### src/rtl/gate_vector_seq.sv
// gate_vector_seq: IC tester stimulus/compare stage.
// Drives the four 2-input vectors (AB = 00, 01, 10, 11) onto up to NUM_GATES
// gate lanes in parallel. After each vector has settled, the gate outputs are
// sampled and compared with the expected function. When the run ends, the
// per-lane pass/fail flags are presented, qualified by icg.
//
// Optional build macro: GVS_INPUT_SYNC_EN
//   When defined, dut_y_i passes through a 2-flop synchronizer. SETTLE is then
//   stretched by two cycles so that the synchronized copy has caught up with
//   the applied vector before it is compared.
//
// state  | meaning
// -------+-----------------------------------------------------------
// IDLE   | after reset, waiting for start_i
// SETTLE | vector applied, settle down-counter running
// SAMPLE | compare lane outputs, then step to the next vector or finish
// DONE   | results valid (icg_o=1) until the next accepted start_i
module gate_vector_seq #(
    parameter int NUM_GATES     = 6,
    parameter int SETTLE_CYCLES = 4
) (
    input  logic                 clk,
    input  logic                 rst_n,
    input  logic                 start_i,
    input  logic [2:0]           gate_type_i,
    input  logic [2:0]           gate_count_i,
    output logic [NUM_GATES-1:0] dut_a_o,
    output logic [NUM_GATES-1:0] dut_b_o,
    input  logic [NUM_GATES-1:0] dut_y_i,
    output logic [NUM_GATES-1:0] pass_o,
    output logic [NUM_GATES-1:0] fail_o,
    output logic                 icg_o,
    output logic                 busy_o,
    output logic [1:0]           vec_idx_o
);

    typedef enum logic [1:0] {
        IDLE   = 2'd0,
        SETTLE = 2'd1,
        SAMPLE = 2'd2,
        DONE   = 2'd3
    } state_t;

`ifdef GVS_INPUT_SYNC_EN
    localparam logic [4:0] SETTLE_LOAD = 5'(SETTLE_CYCLES + 1);
`else
    localparam logic [4:0] SETTLE_LOAD = 5'(SETTLE_CYCLES - 1);
`endif

    localparam logic [2:0] MAX_COUNT = 3'(NUM_GATES);

    state_t               state_q, state_d;
    logic [4:0]           cnt_q, cnt_d;
    logic [2:0]           type_q, type_d;
    logic [NUM_GATES-1:0] mask_q, mask_d;
    logic [NUM_GATES-1:0] err_q, err_d;
    logic [NUM_GATES-1:0] a_q, a_d;
    logic [NUM_GATES-1:0] b_q, b_d;
    logic [NUM_GATES-1:0] pass_q, pass_d;
    logic [NUM_GATES-1:0] fail_q, fail_d;
    logic                 icg_q, icg_d;
    logic                 busy_q, busy_d;
    logic [1:0]           vec_q, vec_d;

    logic [2:0]           count_clamped;
    logic [NUM_GATES-1:0] mask_in;
    logic [NUM_GATES-1:0] y_cmp;
    logic [NUM_GATES-1:0] expected;
    logic [NUM_GATES-1:0] mismatch;
    logic [NUM_GATES-1:0] err_new;
    logic                 start_ok;

`ifdef GVS_INPUT_SYNC_EN
    logic [NUM_GATES-1:0] y_s1_q, y_s2_q;

    // Two-flop synchronizer for the asynchronous socket outputs.
    always_ff @(posedge clk or negedge rst_n) begin
        if (!rst_n) begin
            y_s1_q <= '0;
            y_s2_q <= '0;
        end else begin
            y_s1_q <= dut_y_i;
            y_s2_q <= y_s1_q;
        end
    end

    assign y_cmp = y_s2_q;
`else
    assign y_cmp = dut_y_i;
`endif

    // Clamp gate_count and build the active-lane mask for the next run.
    always_comb begin
        count_clamped = (gate_count_i > MAX_COUNT) ? MAX_COUNT : gate_count_i;
        mask_in = '0;
        for (int i = 0; i < NUM_GATES; i++) begin
            mask_in[i] = (i < int'(count_clamped));
        end
    end

    // Expected lane outputs for the vector currently on the pins.
    always_comb begin
        expected = '0;
        unique case (type_q)
            3'd0:    expected = a_q & b_q;
            3'd1:    expected = ~(a_q & b_q);
            3'd2:    expected = a_q | b_q;
            3'd3:    expected = ~(a_q | b_q);
            3'd4:    expected = a_q ^ b_q;
            3'd5:    expected = ~(a_q ^ b_q);
            3'd6:    expected = ~a_q;
            default: expected = '0;
        endcase
        // An invalid gate type can never pass, so every lane is flagged.
        mismatch = (type_q == 3'd7) ? '1 : (expected ^ y_cmp);
        err_new  = err_q | (mask_q & mismatch);
    end

    assign start_ok = start_i && ((state_q == IDLE) || (state_q == DONE));

    // State register.
    always_ff @(posedge clk or negedge rst_n) begin
        if (!rst_n) begin
            state_q <= IDLE;
        end else begin
            state_q <= state_d;
        end
    end

    // Next-state logic.
    always_comb begin
        state_d = state_q;
        unique case (state_q)
            IDLE:    if (start_i) state_d = SETTLE;
            SETTLE: begin
                if (mask_q == '0)     state_d = DONE;
                else if (cnt_q == '0) state_d = SAMPLE;
            end
            SAMPLE:  state_d = (vec_q == 2'd3) ? DONE : SETTLE;
            DONE:    if (start_i) state_d = SETTLE;
            default: state_d = IDLE;
        endcase
    end

    // Next values for the counter, run context and registered outputs.
    always_comb begin
        cnt_d  = cnt_q;
        type_d = type_q;
        mask_d = mask_q;
        err_d  = err_q;
        a_d    = a_q;
        b_d    = b_q;
        pass_d = pass_q;
        fail_d = fail_q;
        icg_d  = icg_q;
        busy_d = busy_q;
        vec_d  = vec_q;
        if (start_ok) begin
            cnt_d  = SETTLE_LOAD;
            type_d = gate_type_i;
            mask_d = mask_in;
            err_d  = '0;
            a_d    = '0;
            b_d    = '0;
            pass_d = '0;
            fail_d = '0;
            icg_d  = 1'b0;
            busy_d = 1'b1;
            vec_d  = 2'd0;
        end else if (state_q == SETTLE) begin
            if (mask_q == '0) begin
                icg_d  = 1'b1;
                busy_d = 1'b0;
            end else if (cnt_q != '0) begin
                cnt_d = cnt_q - 5'd1;
            end
        end else if (state_q == SAMPLE) begin
            err_d = err_new;
            if (vec_q != 2'd3) begin
                vec_d = vec_q + 2'd1;
                cnt_d = SETTLE_LOAD;
                a_d   = mask_q & {NUM_GATES{vec_d[1]}};
                b_d   = mask_q & {NUM_GATES{vec_d[0]}};
            end else begin
                pass_d = mask_q & ~err_new;
                fail_d = mask_q & err_new;
                icg_d  = 1'b1;
                busy_d = 1'b0;
                a_d    = '0;
                b_d    = '0;
            end
        end
    end

    // Datapath and output registers; all cleared asynchronously.
    always_ff @(posedge clk or negedge rst_n) begin
        if (!rst_n) begin
            cnt_q  <= '0;
            type_q <= '0;
            mask_q <= '0;
            err_q  <= '0;
            a_q    <= '0;
            b_q    <= '0;
            pass_q <= '0;
            fail_q <= '0;
            icg_q  <= 1'b0;
            busy_q <= 1'b0;
            vec_q  <= '0;
        end else begin
            cnt_q  <= cnt_d;
            type_q <= type_d;
            mask_q <= mask_d;
            err_q  <= err_d;
            a_q    <= a_d;
            b_q    <= b_d;
            pass_q <= pass_d;
            fail_q <= fail_d;
            icg_q  <= icg_d;
            busy_q <= busy_d;
            vec_q  <= vec_d;
        end
    end

    assign dut_a_o   = a_q;
    assign dut_b_o   = b_q;
    assign pass_o    = pass_q;
    assign fail_o    = fail_q;
    assign icg_o     = icg_q;
    assign busy_o    = busy_q;
    assign vec_idx_o = vec_q;

endmodule

### config.mk
export PLATFORM = sky130hd
export DESIGN_NAME = gate_vector_seq
export DESIGN_NICKNAME = d
export VERILOG_FILES = /design/src/rtl/gate_vector_seq.sv
export SDC_FILE = /design/constraint.sdc
export NUM_CORES = 1
export LEC_CHECK = 0
export CORE_MARGIN = 4
export CORE_UTILIZATION = 55
export DETAILED_ROUTE_END_ITERATION = 10
export GPL_ROUTABILITY_DRIVEN = 0
export PLACE_DENSITY = 0.84
export SYNTH_ARGS = -nofsm -noshare
export SYNTH_HDL_FRONTEND = slang
export SYNTH_SLANG_ARGS = --single-unit
### constraint.sdc
create_clock -name clk -period 2.52 [get_ports clk]
set_clock_uncertainty 0.1 [all_clocks]
set_input_delay 0.504 -clock clk [delete_from_list [all_inputs] [get_ports clk]]
set_output_delay 0.504 -clock clk [all_outputs]
set_load 0.05 [all_outputs]
Yosys cells after proc, flatten, opt, wreduce, memory -nomap -nowiden

Index checks and enable logic that the tools add are counted.

Logic and storage cells: 121
Output and inout bits: 28
Register bits after elaboration: 50
Bits of input ports: 15

Equality and inequality tests: 20
Bitwise logic cells: 15
Reductions and logical operators: 18
Order comparisons: 7
Multiplexer cells: 47
Add/sub/neg operators: 2

Operator list:

| kind                                                      | count |
|---|---|
| 2-to-1 mux 6 bit                                          | 20 |
| case mux 6 bit (7 select lines)                           | 1 |
| AND 6 bit                                                 | 6 |
| 2-to-1 mux 5 bit                                          | 6 |
| inverter 6 bit                                            | 5 |
| 2-to-1 mux 2 bit                                          | 8 |
| == test 3 bit, second input constant                      | 4 |
| != test 3 bit, second input constant                      | 4 |
| bitwise OR 6 bit                                          | 2 |
| XOR 6 bit                                                 | 2 |
| 2-to-1 mux 1 bit                                          | 10 |
| AND reduction 3 bit                                       | 3 |
| == test 2 bit, second input constant                      | 3 |
| == test 3 x 2 -> 1 bit, second input constant             | 2 |
| logical NOT 6 bit                                         | 1 |
| less-than comparator 1 x 3 -> 1 bit, first input constant | 2 |
| less-than comparator 2 x 3 -> 1 bit, first input constant | 2 |
| less-than comparator 3 bit, first input constant          | 2 |
| != test 2 bit, second input constant                      | 3 |
| case mux 2 bit (3 select lines)                           | 1 |
| nonzero test 3 bit                                        | 2 |
| logical NOT 5 bit                                         | 1 |
| nonzero test 5 bit                                        | 1 |
| subtractor 5 x 1 -> 5 bit, second input constant          | 1 |
| other kinds (15)                                          | 17 |

Logic depth before layout (Yosys ltp)

Depth in word-level cells: 13
Gate-level depth with buffers: 8
Depth with buffers taken out: 7

Least setup slack after synthesis

OpenSTA, ideal clock, no wires.

Path type: reg-to-reg
Start point: reg a_q[0], in the netlist dut_a_o[0]
End point: reg fail_q[0], in the netlist fail_o[0]
Arrival time: 2.034 ns
Setup slack: 0.291 ns
Cell stages (with the launch flop): 8
Period minus slack after synthesis: 2.229 ns
Path buffers: 0
Library setup time: 0.095 ns
Cells stage by stage: dfrtp_1 -> inv_1 -> ha_1 -> mux2i_1 -> xnor2_1 -> mux2i_1 -> mux2_2 -> o31ai_1

Word-level cells in the longest chain between the ends: 12
Elaborated cells between the ends (all ways): 17
Those cells by class: mux (6); bitwise (11)

RTL lines:

| what                                     | RTL line      | RTL |
|---|---|---|
| from (decl)                              | 57            | `logic [NUM_GATES-1:0] a_q, a_d;` |
| from (signal assigned)                   | 202           | `a_q <= '0;` |
| from (signal assigned)                   | 214           | `a_q <= a_d;` |
| XOR 6 bit (tied with other cells)        | 109, 110      |  |
| inverter 6 bit, on equally long branches | 110, 106, 108 |  |
| case mux 6 bit (7 select lines) (*)      | 104           | `unique case (type_q)` |
| XOR 6 bit (*)                            | 115           | `mismatch = (type_q == 3'd7) ? '1 : (expected ^ y_cmp);` |
| 2-to-1 mux 6 bit (*)                     | 115           |  |
| AND 6 bit (*)                            | 116           | `err_new = err_q \| (mask_q & mismatch);` |
| bitwise OR 6 bit (*)                     | 116           |  |
| AND 6 bit (*)                            | 186           | `fail_d = mask_q & err_new;` |
| 2-to-1 mux 6 bit (*)                     | 179           | `if (vec_q != 2'd3) begin` |
| 2-to-1 mux 6 bit (*)                     | 177           | `end else if (state_q == SAMPLE) begin` |
| 2-to-1 mux 6 bit (*)                     | 170           | `end else if (state_q == SETTLE) begin` |
| 2-to-1 mux 6 bit (*)                     | 158           | `if (start_ok) begin` |
| to (signal assigned)                     | 217           | `fail_q <= fail_d;` |
| to (decl)                                | 60            | `logic [NUM_GATES-1:0] fail_q, fail_d;` |

Every way passes the cells marked *; elsewhere a longest branch is shown, timed or not. The select of a mux whose other input is x is not followed.
A chain may end at the register's enable or synchronous reset.

Worst setup path in the final report

Start point: reg type_q[1]
End point: reg err_q[2]

Word-level cells in the longest chain between the ends: 9
Elaborated cells between the ends (all ways): 16
Those cells by class: eq/ne (7); mux (5); bitwise (3); reduce/logical (1)

RTL lines:

| what                                  | RTL line | RTL |
|---|---|---|
| from (decl)                           | 54       | `logic [2:0] type_q, type_d;` |
| from (signal assigned)                | 211      | `type_q <= type_d;` |
| == test 3 bit (tied with other cells) | 104      |  |
| case mux 6 bit (7 select lines)       | 104      |  |
| XOR 6 bit                             | 115      |  |
| 2-to-1 mux 6 bit (*)                  | 115      |  |
| AND 6 bit (*)                         | 116      |  |
| bitwise OR 6 bit (*)                  | 116      |  |
| 2-to-1 mux 6 bit (*)                  | 177      |  |
| 2-to-1 mux 6 bit (*)                  | 170      |  |
| 2-to-1 mux 6 bit (*)                  | 158      |  |
| to (signal assigned)                  | 213      | `err_q <= err_d;` |
| to (decl)                             | 56       | `logic [NUM_GATES-1:0] err_q, err_d;` |

Marks and branches as above.

==> flow_summary.ini <==
[job]
maxCapViolations = 0

[logic_synthesis]
synth_top_family_by_area = simple AND/OR/NAND/NOR gates
ys_ff_latch = 50
yosysTopAreaCell = dfrtp_1
synthAdderAreaFrac_pct = 7.63
syn_area_per_cell_um2 = 9.25
synth-xor-area-share_pct = 3.86
synth_ff_type = dfrtp_1
postSynthCellCount = 319
synth_top_area_share_pct = 42.4
ys_async_sr_fraction_pct = 100
synth.area.mux_share_pct = 3.18
synth.area.top_cells = dfrtp_1 (42%), ha_1 (7.6%), nand2_1 (5.3%)
ys_warn_count = 0
seq_area_frac_synth_pct = 42.4
yosys.area_share.simple_pct = 19.6
synth_compound_area_share_pct = 17.0
netlist_area_um2 = 2950
ys_types = 52
synth_edf_count = 0
synth_nets = 352

[worst_setup_path]
path_class = reg2reg
start_kind = flip-flop
arrival_ns = 2.37
endpoint_kind = flip-flop
cp_max_fo = 23
crit_required_ns = 2.69

[power]
seq_power_share_pct = 30.3
power.density_nw_per_um2 = 1410
p_switching_uw = 2480
pwr-share-clk_pct = 10.3
intPower_uw = 2450
p_leak_uw = 0.00158
pwr-share-comb_pct = 59.4
swShare_pct = 50.3
ir_drop_mv = 0.831

[sta]
period_minus_slack_ns = 2.20
max_slew_margin_pct = 54.9
setup_tns_ns = 0
hold_viol_final = 0
rsz0062_at_grt = false
worst_pin_slew_ns = 0.677
period_share_pct = 87.2
clock.fmax_mhz = 455
drv_slew = 0
setup-violations-final = 0
setup_ws_ns = 0.322

[routing]
wl_met1_um = 2920
ant_nets = 0
drt_iter0_markers = 219
routed_wl_um = 6950
wl_per_cell_um = 16.0
met2WireLength_um = 3530
first_pass_iters = 4
vias = 2523
maxUsedRoutingLayer = met4
viasPerCell = 5.81
drc = 0
wl_met3_um = 401

[layout]
final_cell_mix = dfrtp_1 (50), nand2_1 (42), clkdlybuf4s50_1 (41)
n_antenna_cell = 0
area_growth_pct = 18.9
layout_commonest_cell = dfrtp_1
drive_gt1_share_pct = 7.69
fin_nets = 396
instances_no_fill = 434

[worst_hold_path]
worstHoldPathType = in2async

[clocking]
post_cts_buffers = 0
cts.clk_slew.worst_paths_ns = 0.11
post_cts_resized = 0
tritoncts = built
cts_buffers = 5
htreeDepth = 2
cts.sinks = 50
clock_latency_ns = 0.32
clockRootBuffer = clkbuf_8
cts_hold_buf = 0
cts_buffer_depth = 2

[global_routing]
antenna_found_initial = 0
grt_overflow_total = 0
grt_max_degree = 24
grt_pass1_vias = 2526
grt_pass1_wl_um = 11600
grt.total_usage_pct = 22.9

[floorplanning]
dieArea_um2 = 6600
fp.dieH_um = 81.3
core-area_um2 = 5140
ios = 43
row_count = 26
start_util_pct = 57.4
die_x_um = 81.3

[place]
place.detailed.hpwl_um = 5220
portBuffers = 42
place_inst = 426
dp_worst_setup_slack_ns = 0.196

[run_status]
status = finished clean
[state kept, by name (all words and copies together), names as in the netlist]
name,flops
dut_a_o,6
dut_b_o,6
err_q,6
fail_o,6
mask_q,6
pass_o,6
cnt_q,5
type_q,3
state_q,2
vec_idx_o,2
busy_o,1
icg_o,1
[Yosys cell counts, drive strengths merged (2+ instances only)]
cell type	n
dfrtp	50
nand2	42
o21ai	27
nor2	23
inv	21
ha	18
a21oi	14
nor3	10
nand3	9
clkbuf	8
and2	7
xnor2	7
mux2i	6
o31ai	6
xor2	6
buf	5
a211oi	4
a22o	4
nand2b	4
a31oi	3
mux2	3
nand4	3
nor3b	3
o22ai	3
or3	3
a21o	2
a32o	2
and2b	2
nor2b	2
nor4b	2
o211ai	2
o21a	2
o221ai	2
or3b	2
[power by group through the flow]
stage / clock network, uW / logic, uW / registers (uW)
6_report: 508 / 2930 / 1490
5_1_grt: 543 / 3220 / 1550
4_1_cts: 515 / 2930 / 1490
3_5_place_dp: 0 / 2910 / 1510
3_3_place_gp: 0 / 2850 / 1480
2_1_floorplan: 0 / 1750 / 1890
[final timing paths]
check,startpoint,to,slack [ns],depth (start not counted)
worst max-delay path,type_q[1],err_q[2],0.32,5
worst min-delay path,rst_n,mask_q[1],0.05,1
worst max register to register,type_q[1],err_q[2],0.32,5
worst min register to register,pass_o[1],pass_o[1],0.40,2
max in group asynchronous,rst_n,cnt_q[2],1.66,2
min in group clk,pass_o[1],pass_o[1],0.40,2
[metrics by stage]
stage	cell area (um^2)	utilization [%]	hold slack [ns]	power [uW]
after global placement	3410	66.4	0.370	4330
after CTS	3510	68.3	0.0627	4940
after detailed placement	3410	66.4	0.378	4420
after global routing	3510	68.3	0.0809	5310
after floorplan	2950	-	0.108	3630
final	3510	68.3	0.0454	4930
[layer usage]
metal / up-vias / GRT usage (%)
li1: 1203 / -
met1: 1241 / 27.8
met2: 70 / 41.2
met3: 9 / 3.77
met4: 0 / 7.60
met5: - / 0
[kinds of logic (layout without fill, tap and decap cells)]
family | after synthesis | count (layout)
compound gates | 77 | 77
xor+xnor | 13 | 13
fa+ha+maj | 18 | 18
buf+inv | 35 | 80
flops | 50 | 50
mux | 9 | 9
simple gates | 117 | 117
[layout make-up]
| type | count | area (um^2) |
|---|---|---|
| inverter | 22 | 82.6 |
| clock buffer | 5 | 68.8 |
| sequential | 50 | 1250 |
| clock inverter | 3 | 28.8 |
| tap | 70 | 87.6 |
| multi-input combinational | 234 | 1520 |
| fill | 452 | 1630 |
| timing repair buffer | 50 | 475 |
[worst max-delay path, stage by stage (launching register included)]
cell	delay, ns
dfrtp_1	0.79
and2b_1	0.27
or4_4	0.41
o211ai_2	0.12
mux2i_1	0.29
and2_1	0.16
(Power assumes the default switching activity.)
